--- src/rtl/hazard_scoreboard.sv ---
// Load-use hazard detection and operand forwarding for an in-order pipeline.
// Optional perf counters compile in only when HAZARD_PERF_EN is defined.

module hazard_entry #(
  parameter int REG_W    = 5,
  parameter int ZERO_REG = 31
) (
  input  logic             clk,
  input  logic             reset,
  input  logic             in_valid,
  input  logic             in_wr,
  input  logic             in_load,
  input  logic [REG_W-1:0] in_rd,
  input  logic [REG_W-1:0] rn,
  input  logic [REG_W-1:0] rm,
  output logic             valid,
  output logic             wr,
  output logic             is_load,
  output logic [REG_W-1:0] rd,
  output logic             hit_a,
  output logic             hit_b
);
  localparam logic [REG_W-1:0] ZR = REG_W'(ZERO_REG);

  always_ff @(posedge clk or negedge reset) begin
    if (!reset) begin
      valid   <= 1'b0;
      wr      <= 1'b0;
      is_load <= 1'b0;
      rd      <= '0;
    end else begin
      valid   <= in_valid;
      wr      <= in_wr;
      is_load <= in_load;
      rd      <= in_rd;
    end
  end

  // The zero register is qualified on the source side so XZR never hits.
  assign hit_a = valid & wr & (rd == rn) & (rn != ZR);
  assign hit_b = valid & wr & (rd == rm) & (rm != ZR);
endmodule

module hazard_scoreboard #(
  parameter int REG_W      = 5,
  parameter int DEPTH      = 3,
  parameter int LOAD_STAGE = 1,
  parameter int ZERO_REG   = 31,
  parameter int FW         = $clog2(DEPTH + 1)
) (
  input  logic             clk,
  input  logic             reset,
  input  logic             id_valid,
  input  logic             id_rn_used,
  input  logic             id_rm_used,
  input  logic             id_wr,
  input  logic             id_is_load,
  input  logic [REG_W-1:0] id_rn,
  input  logic [REG_W-1:0] id_rm,
  input  logic [REG_W-1:0] id_rd,
  input  logic             flush,
  output logic             pc_en,
  output logic             ifid_write,
  output logic             ifid_flush,
  output logic             bubble,
  output logic [FW-1:0]    fwd_a,
  output logic [FW-1:0]    fwd_b,
  output logic [31:0]      stall_cnt,
  output logic [31:0]      flush_cnt
);
  logic [DEPTH-1:0]            vld_pipe, ent_wr, ent_load, hit_a, hit_b;
  logic [DEPTH-1:0][REG_W-1:0] ent_rd;
  logic [DEPTH-1:0]            src_valid, src_wr, src_load;
  logic [DEPTH-1:0][REG_W-1:0] src_rd;
  logic                        stall, stall_a, stall_b, accept;
  logic [FW-1:0]               sel_a, sel_b;

  // Entry 0 takes the ID instruction or a bubble; older entries shift down.
  always_comb begin
    src_valid    = '0;
    src_wr       = '0;
    src_load     = '0;
    src_rd       = '0;
    src_valid[0] = accept;
    src_wr[0]    = accept & id_wr;
    src_load[0]  = accept & id_is_load;
    src_rd[0]    = id_rd;
    for (int k = 1; k < DEPTH; k++) begin
      src_valid[k] = vld_pipe[k-1];
      src_wr[k]    = ent_wr[k-1];
      src_load[k]  = ent_load[k-1];
      src_rd[k]    = ent_rd[k-1];
    end
  end

  for (genvar k = 0; k < DEPTH; k++) begin : g_ent
    hazard_entry #(.REG_W(REG_W), .ZERO_REG(ZERO_REG)) u_ent (
      .clk     (clk),
      .reset   (reset),
      .in_valid(src_valid[k]),
      .in_wr   (src_wr[k]),
      .in_load (src_load[k]),
      .in_rd   (src_rd[k]),
      .rn      (id_rn),
      .rm      (id_rm),
      .valid   (vld_pipe[k]),
      .wr      (ent_wr[k]),
      .is_load (ent_load[k]),
      .rd      (ent_rd[k]),
      .hit_a   (hit_a[k]),
      .hit_b   (hit_b[k])
    );
  end

  // Scan oldest to youngest so the youngest match wins, stall decision included.
  always_comb begin
    sel_a   = '0;
    sel_b   = '0;
    stall_a = 1'b0;
    stall_b = 1'b0;
    for (int k = DEPTH - 1; k >= 0; k--) begin
      if (id_rn_used && hit_a[k]) begin
        sel_a   = FW'(k + 1);
        stall_a = ent_load[k] && (k < LOAD_STAGE);
      end
      if (id_rm_used && hit_b[k]) begin
        sel_b   = FW'(k + 1);
        stall_b = ent_load[k] && (k < LOAD_STAGE);
      end
    end
  end

  assign stall      = id_valid & (stall_a | stall_b);
  assign accept     = id_valid & ~stall & ~flush;
  assign fwd_a      = sel_a;
  assign fwd_b      = sel_b;
  assign pc_en      = flush | ~stall;
  assign ifid_write = flush | ~stall;
  assign ifid_flush = flush;
  assign bubble     = flush | stall;

`ifdef HAZARD_PERF_EN
  always_ff @(posedge clk or negedge reset) begin
    if (!reset) begin
      stall_cnt <= '0;
      flush_cnt <= '0;
    end else begin
      if (stall && !flush && stall_cnt != 32'hFFFF_FFFF) stall_cnt <= stall_cnt + 32'd1;
      if (flush && flush_cnt != 32'hFFFF_FFFF)           flush_cnt <= flush_cnt + 32'd1;
    end
  end
`else
  assign stall_cnt = 32'd0;
  assign flush_cnt = 32'd0;
`endif
endmodule

--- config.mk ---
export PLATFORM = sky130hd
export DESIGN_NAME = hazard_scoreboard
export DESIGN_NICKNAME = d
export VERILOG_FILES = /design/src/rtl/hazard_scoreboard.sv
export SDC_FILE = /design/constraint.sdc
export NUM_CORES = 1
export LEC_CHECK = 0
export ABC_CLOCK_PERIOD_IN_PS = 5000
export CAP_MARGIN = 40
export CORE_MARGIN = 5
export CORE_UTILIZATION = 41
export CTS_BUF_LIST = sky130_fd_sc_hd__clkbuf_4 sky130_fd_sc_hd__clkbuf_8
export DETAILED_ROUTE_END_ITERATION = 10
export PLACE_DENSITY = 0.93
export SLEW_MARGIN = 20
export SYNTH_ARGS = -nofsm -noshare
export SYNTH_HDL_FRONTEND = slang
export SYNTH_SLANG_ARGS = --single-unit
export TNS_END_PERCENT = 30
--- constraint.sdc ---
create_clock -name clk -period 5 [get_ports clk]
set_input_delay 0.5 -clock clk [delete_from_list [all_inputs] [get_ports clk]]
set_output_delay 0.5 -clock clk [all_outputs]
set_load 0.005 [all_outputs]
---- Word-level counts from Yosys, hierarchy flattened ----
Cells that the tools add are included.
word-level totals
  logic and storage cells ................. 57
  bits in registers ....................... 22
  input bits .............................. 23
  output and inout port bits .............. 72
cells by class
  bitwise logic cells ..................... 25
  muxes and demuxes ....................... 8
  reduce and logical (&&, ||, !) cells .... 6
  equality and inequality tests ........... 8
operator list
  kind                count
  $eq 5x5->1          6
  $and 1x1->1         20
  $mux 2              6
  $ne 5x5->1 const B  2
  $logic_and 1x1->1   6
  $or 1x1->1          3
  $mux 1              2
  $not 1->1           2

---- Depth between registers and ports, before layout ----
  depth after elaboration ................. 11
  depth in mapped cells ................... 6
  gate-level depth less buffers ........... 5

---- Modules after synthesis ----
From an unflattened synthesis, not the netlist that was laid out.
second synthesis, totals
  cell total of the unflattened synthesis .. 171
  area, all modules ....................... 1,640.3 um^2
by module, submodules not included
  module             sequential area each (um^2)  times used  area an instance (um^2)  cells an instance
  hazard_entry       200.2                        3           340.3                    29
  hazard_scoreboard  0.0                          1           619.3                    84

---- Worst setup path after synthesis ----
Ideal clock, no wire load.
  path type ............................... input -> output
  start point ............................. input id_rn[2]
  end point ............................... output pc_en
  arrival ................................. 1.661 ns
  path buffers ............................ 1
  setup slack ............................. 2.839 ns
  required time ........................... 4.500 ns
  cell stages on the path ................. 6
  cell sequence ........................... xnor2_1 -> nand4_1 -> or4_4 -> a21boi_4 -> nand2_1 -> buf_4
between the ends
  cells in the longest elaborated chain, start to end .. 9
  elaborated cells on any way between the ends .. 10
  classes of those cells .................. eq/ne (2); mux (1); bitwise (6); reduce/logical (1)
ends and longest elaborated chain
  what                 RTL line  RTL
  start, declared      58        input logic [REG_W-1:0] id_rn,
  $eq 5x5->1           40        assign hit_a = valid & wr & (rd == rn) & (rn != ZR);
  $and 1x1->1          40
  $and 1x1->1 *        40
  $logic_and 1x1->1 *  122       if (id_rn_used && hit_a[k]) begin
  $mux 1 *             122
  $or 1x1->1 *         133       assign stall = id_valid & (stall_a | stall_b);
  $and 1x1->1 *        133
  $not 1->1 *          n/a
  $or 1x1->1 *         n/a
  end, declared        62        output logic pc_en,
Every way passes the cells marked *; elsewhere a longest branch is shown, timed or not.

---- Worst setup path after layout ----
  start point ............................. input id_rn[2]
  end point ............................... output bubble
between the ends
  cells in the longest elaborated chain, start to end .. 8
  elaborated cells on any way between the ends .. 9
  classes of those cells .................. eq/ne (2); mux (1); bitwise (5); reduce/logical (1)
ends and longest elaborated chain
  what                 RTL line  RTL
  $eq 5x5->1           40
  $and 1x1->1          40
  $and 1x1->1 *        40
  $logic_and 1x1->1 *  122
  $mux 1 *             122
  $or 1x1->1 *         133
  $and 1x1->1 *        133
  $or 1x1->1 *         140       assign bubble = flush | stall;
  end, declared        65        output logic bubble,
Marks and branches as above.

==> flow_metrics.py <==
metrics = {
    "timing": {
        "tns_ns": 0,
        "rsz0062_at_grt": "no",
        "min_period_ns": 3.27,
        "hold_viol": 0,
        "slew_headroom_pct": 64.0,
        "tightest_slew_ns": 0.538,
        "max_freq_mhz": 306,
        "post-route-period-util_pct": 65.5,
        "skew_ns": 0.00135,
        "maxSlewViolCount": 0,
        "setup_viol": 0,
    },
    "critical_path": {
        "cp_common_cell": "clkdlybuf4s50_1",
        "worstSetupEndpointType": "output port",
        "critPathLaunch": "id_rn[2]",
        "r2r.worst_path.cells": 5,
        "max_stage_delay_ns": 0.60,
        "crit_path_end": "bubble",
        "regToRegEndpoint": "g_ent[0].u_ent.valid$_DFF_PN0_",
        "critPathArrivalTime_ns": 2.77,
        "crit_chain": "clkdlybuf4s50_1 > xnor2_1 > nand4_1 > or4_4 > a21boi_4 > a21o_1 > clkdlybuf4s50_1",
        "path_class": "in2out",
        "slowest_stage": "clkdlybuf4s50_1",
        "path_max_fanout": 5,
        "r2r_slack_ns": 3.33,
        "required_ns": 4.50,
        "worstSetupStartpointType": "primary input",
        "r2r_start": "g_ent[0].u_ent.rd[3]$_DFF_PN0_",
    },
    "detailed_routing": {
        "wl_per_cell_um": 11.3,
        "drt-total-wl_um": 2660,
        "drc": 0,
        "dr.pass1.iters": 4,
        "vias_per_cell": 3.92,
        "drt_iter0_markers": 31,
        "route.vias.total": 926,
        "postRouteAntennaNets": 0,
    },
    "logic_synthesis": {
        "ys_ff_latch": 22,
        "synth_cells": 156,
        "yosysUniqueCellTypes": 19,
        "syn-cell-area_sq_mm": 0.00154,
        "synth_largest_area_cell": "dfrtp_1",
        "yosysSeqAreaShare_pct": 35.9,
        "ys_warn_count": 0,
        "yosys.area.top_type_share_pct": 35.9,
        "syn_avg_cell_area_sq_um": 9.84,
        "synth_area_leaders": "dfrtp_1 (36%), buf_4 (32%), xnor2_1 (14%)",
    },
    "cts": {
        "htree_levels": 1,
        "cts_made_buffers": 3,
        "clkSinkCount": 22,
        "root_buffer": "clkbuf_8",
        "insertion_delay_ns": 0.25,
        "cts-resized-gates": 0,
        "path_clk_slew_ns": 0.07,
        "cts_tree": "yes",
        "postCtsHoldBufs": 0,
        "postCtsSetupBuffers": 0,
        "clk_path_buf_depth": 2,
    },
    "floorplanning": {
        "std_cell_rows": 22,
        "die_y_um": 71.2,
        "fp.coreArea_sq_mm": 0.00363,
        "start_util_pct": 42.3,
        "die_w_um": 71.2,
        "dieArea_sq_mm": 0.00507,
        "boundaryPins": 95,
    },
    "grt": {
        "grt_pass1_wl_um": 3950,
        "grt_usage_pct": 9.53,
        "grt_max_degree": 13,
        "grt_pass1_vias": 890,
        "antenna_found_initial": 0,
        "overflow": 0,
    },
    "place": {
        "place_congestion": 0.858,
        "hpwlAfterDp_um": 2350,
        "place_area_sq_mm": 0.00165,
        "port_buffers": 30,
    },
    "cells_and_area": {
        "area_growth_pct": 10.9,
        "multi_input_area_sq_um": 726,
        "seq_area_sq_um": 551,
        "finalInstanceArea_sq_mm": 0.00170,
        "n_antenna_cell": 0,
        "fill_cells": 341,
        "fin_nets": 212,
        "drive_above_1_share_pct": 4.26,
    },
    "outcome": {
        "status": "finished, final reports clean",
    },
    "hold_path": {
        "hold_start": "g_ent[0].u_ent.valid$_DFF_PN0_",
        "hold_class": "reg2reg",
    },
    "pwr": {
        "irDropWorstVdd_uv": 103,
        "p_leak_uw": 0.000774,
        "power.density_mw_per_mm2": 226,
    },
    "flow_run": {
        "cap_violations": 0,
    },
}
worst min-delay path by stage:
stage | endpoint | slack [ns] | depth (start not counted)
global route | g_ent[2].u_ent.wr$_DFF_PN0_ | 0.39 | 0
finish | g_ent[1].u_ent.valid$_DFF_PN0_ | 0.38 | 0
floorplan | g_ent[0].u_ent.is_load$_DFF_PN0_ | 0.20 | 0
detailed placement | g_ent[2].u_ent.wr$_DFF_PN0_ | 0.36 | 0
global placement | g_ent[2].u_ent.wr$_DFF_PN0_ | 0.35 | 0
CTS | g_ent[2].u_ent.wr$_DFF_PN0_ | 0.38 | 0
layout by cell type (no fill, tap or decap):
cell type         n
or4_4             2
or4_1             3
nand2_1          11
nor4_1            1
a21boi_4          1
nor2b_1           2
clkbuf_8          4
xnor2_1          24
xor2_1            6
buf_6             1
and2_1            1
clkdlybuf4s50_1  30
nand3_1           2
nand2b_1          2
conb_1           64
a21o_1            1
a21boi_0          1
dfrtp_1          22
o21ai_1           2
nor2_1            2
nand4_1           6
routing by layer:
layer,track usage [%],vias up,share of wire [%]
li1,-,437,-
met1,11.6,440,38
met2,15.9,47,51
met3,2.56,2,9.9
met4,3.76,0,0.71
met5,0,-,0
where the power goes:
group          total (uW)  internal [uW]  switching, uW
combinational        69.0           34.1           35.0
sequential            194            186           7.34
clock                 122           70.0           52.3
total                 385            290           94.6
synth_stat cells:
master    number
nand4_1        6
buf_4         66
and2_1         1
or4_4          2
or4_1          3
xor2_1         6
nor2b_1        2
a21boi_0       1
nand3_1        2
nor2_1         2
dfrtp_1       22
xnor2_1       24
nor4_1         1
a21o_1         1
a21boi_4       1
o21ai_1        2
conb_1         1
nand2_1       11
nand2b_1       2
cell type report:
class	count	share of cell area, %
Sequential cell	22	32.3
Tap cell	48	3.53
Multi-Input combinational cell	131	42.6
Clock buffer	4	3.23
Timing Repair Buffer	31	18.3
flip-flops by register name (all words and copies together) (netlist names):
name	count
g_ent.u_ent.rd	15
g_ent.u_ent.valid	3
g_ent.u_ent.wr	3
g_ent.u_ent.is_load	1
critical path, delay by kind of cell:
| family | cells | cell delay (ns) |
|---|---|---|
| xor+xnor | 1 | 0.15 |
| buf+inv | 2 | 1.10 |
| simple gates | 2 | 0.68 |
| compound gates | 2 | 0.35 |
cells by family (layout without fill, tap and decap cells):
| logic type | after synthesis | in the layout | synth area share [%] |
|---|---|---|---|
| DFF | 22 | 22 | 35.9 |
| other | 1 | 64 | 0.244 |
| and+or+nand+nor | 32 | 32 | 11.7 |
| buffers and inverters | 66 | 35 | 32.3 |
| AOI/OAI and AO/OA | 5 | 5 | 2.85 |
| xor gates and xnor gates | 30 | 30 | 17.1 |
per-stage QoR:
stage	setup slack [ns]	instances	hold slack (ns)	power, uW	utilization (%)
2_1_floorplan	2.84	219	0.204	268	-
3_3_place_gp	1.74	231	0.355	262	45.0
3_5_place_dp	1.72	232	0.362	265	45.4
4_1_cts	1.70	236	0.379	387	46.9
5_1_grt	1.64	236	0.387	403	46.9
6_report	1.73	236	0.379	385	46.9
(Power assumes the default switching activity.)
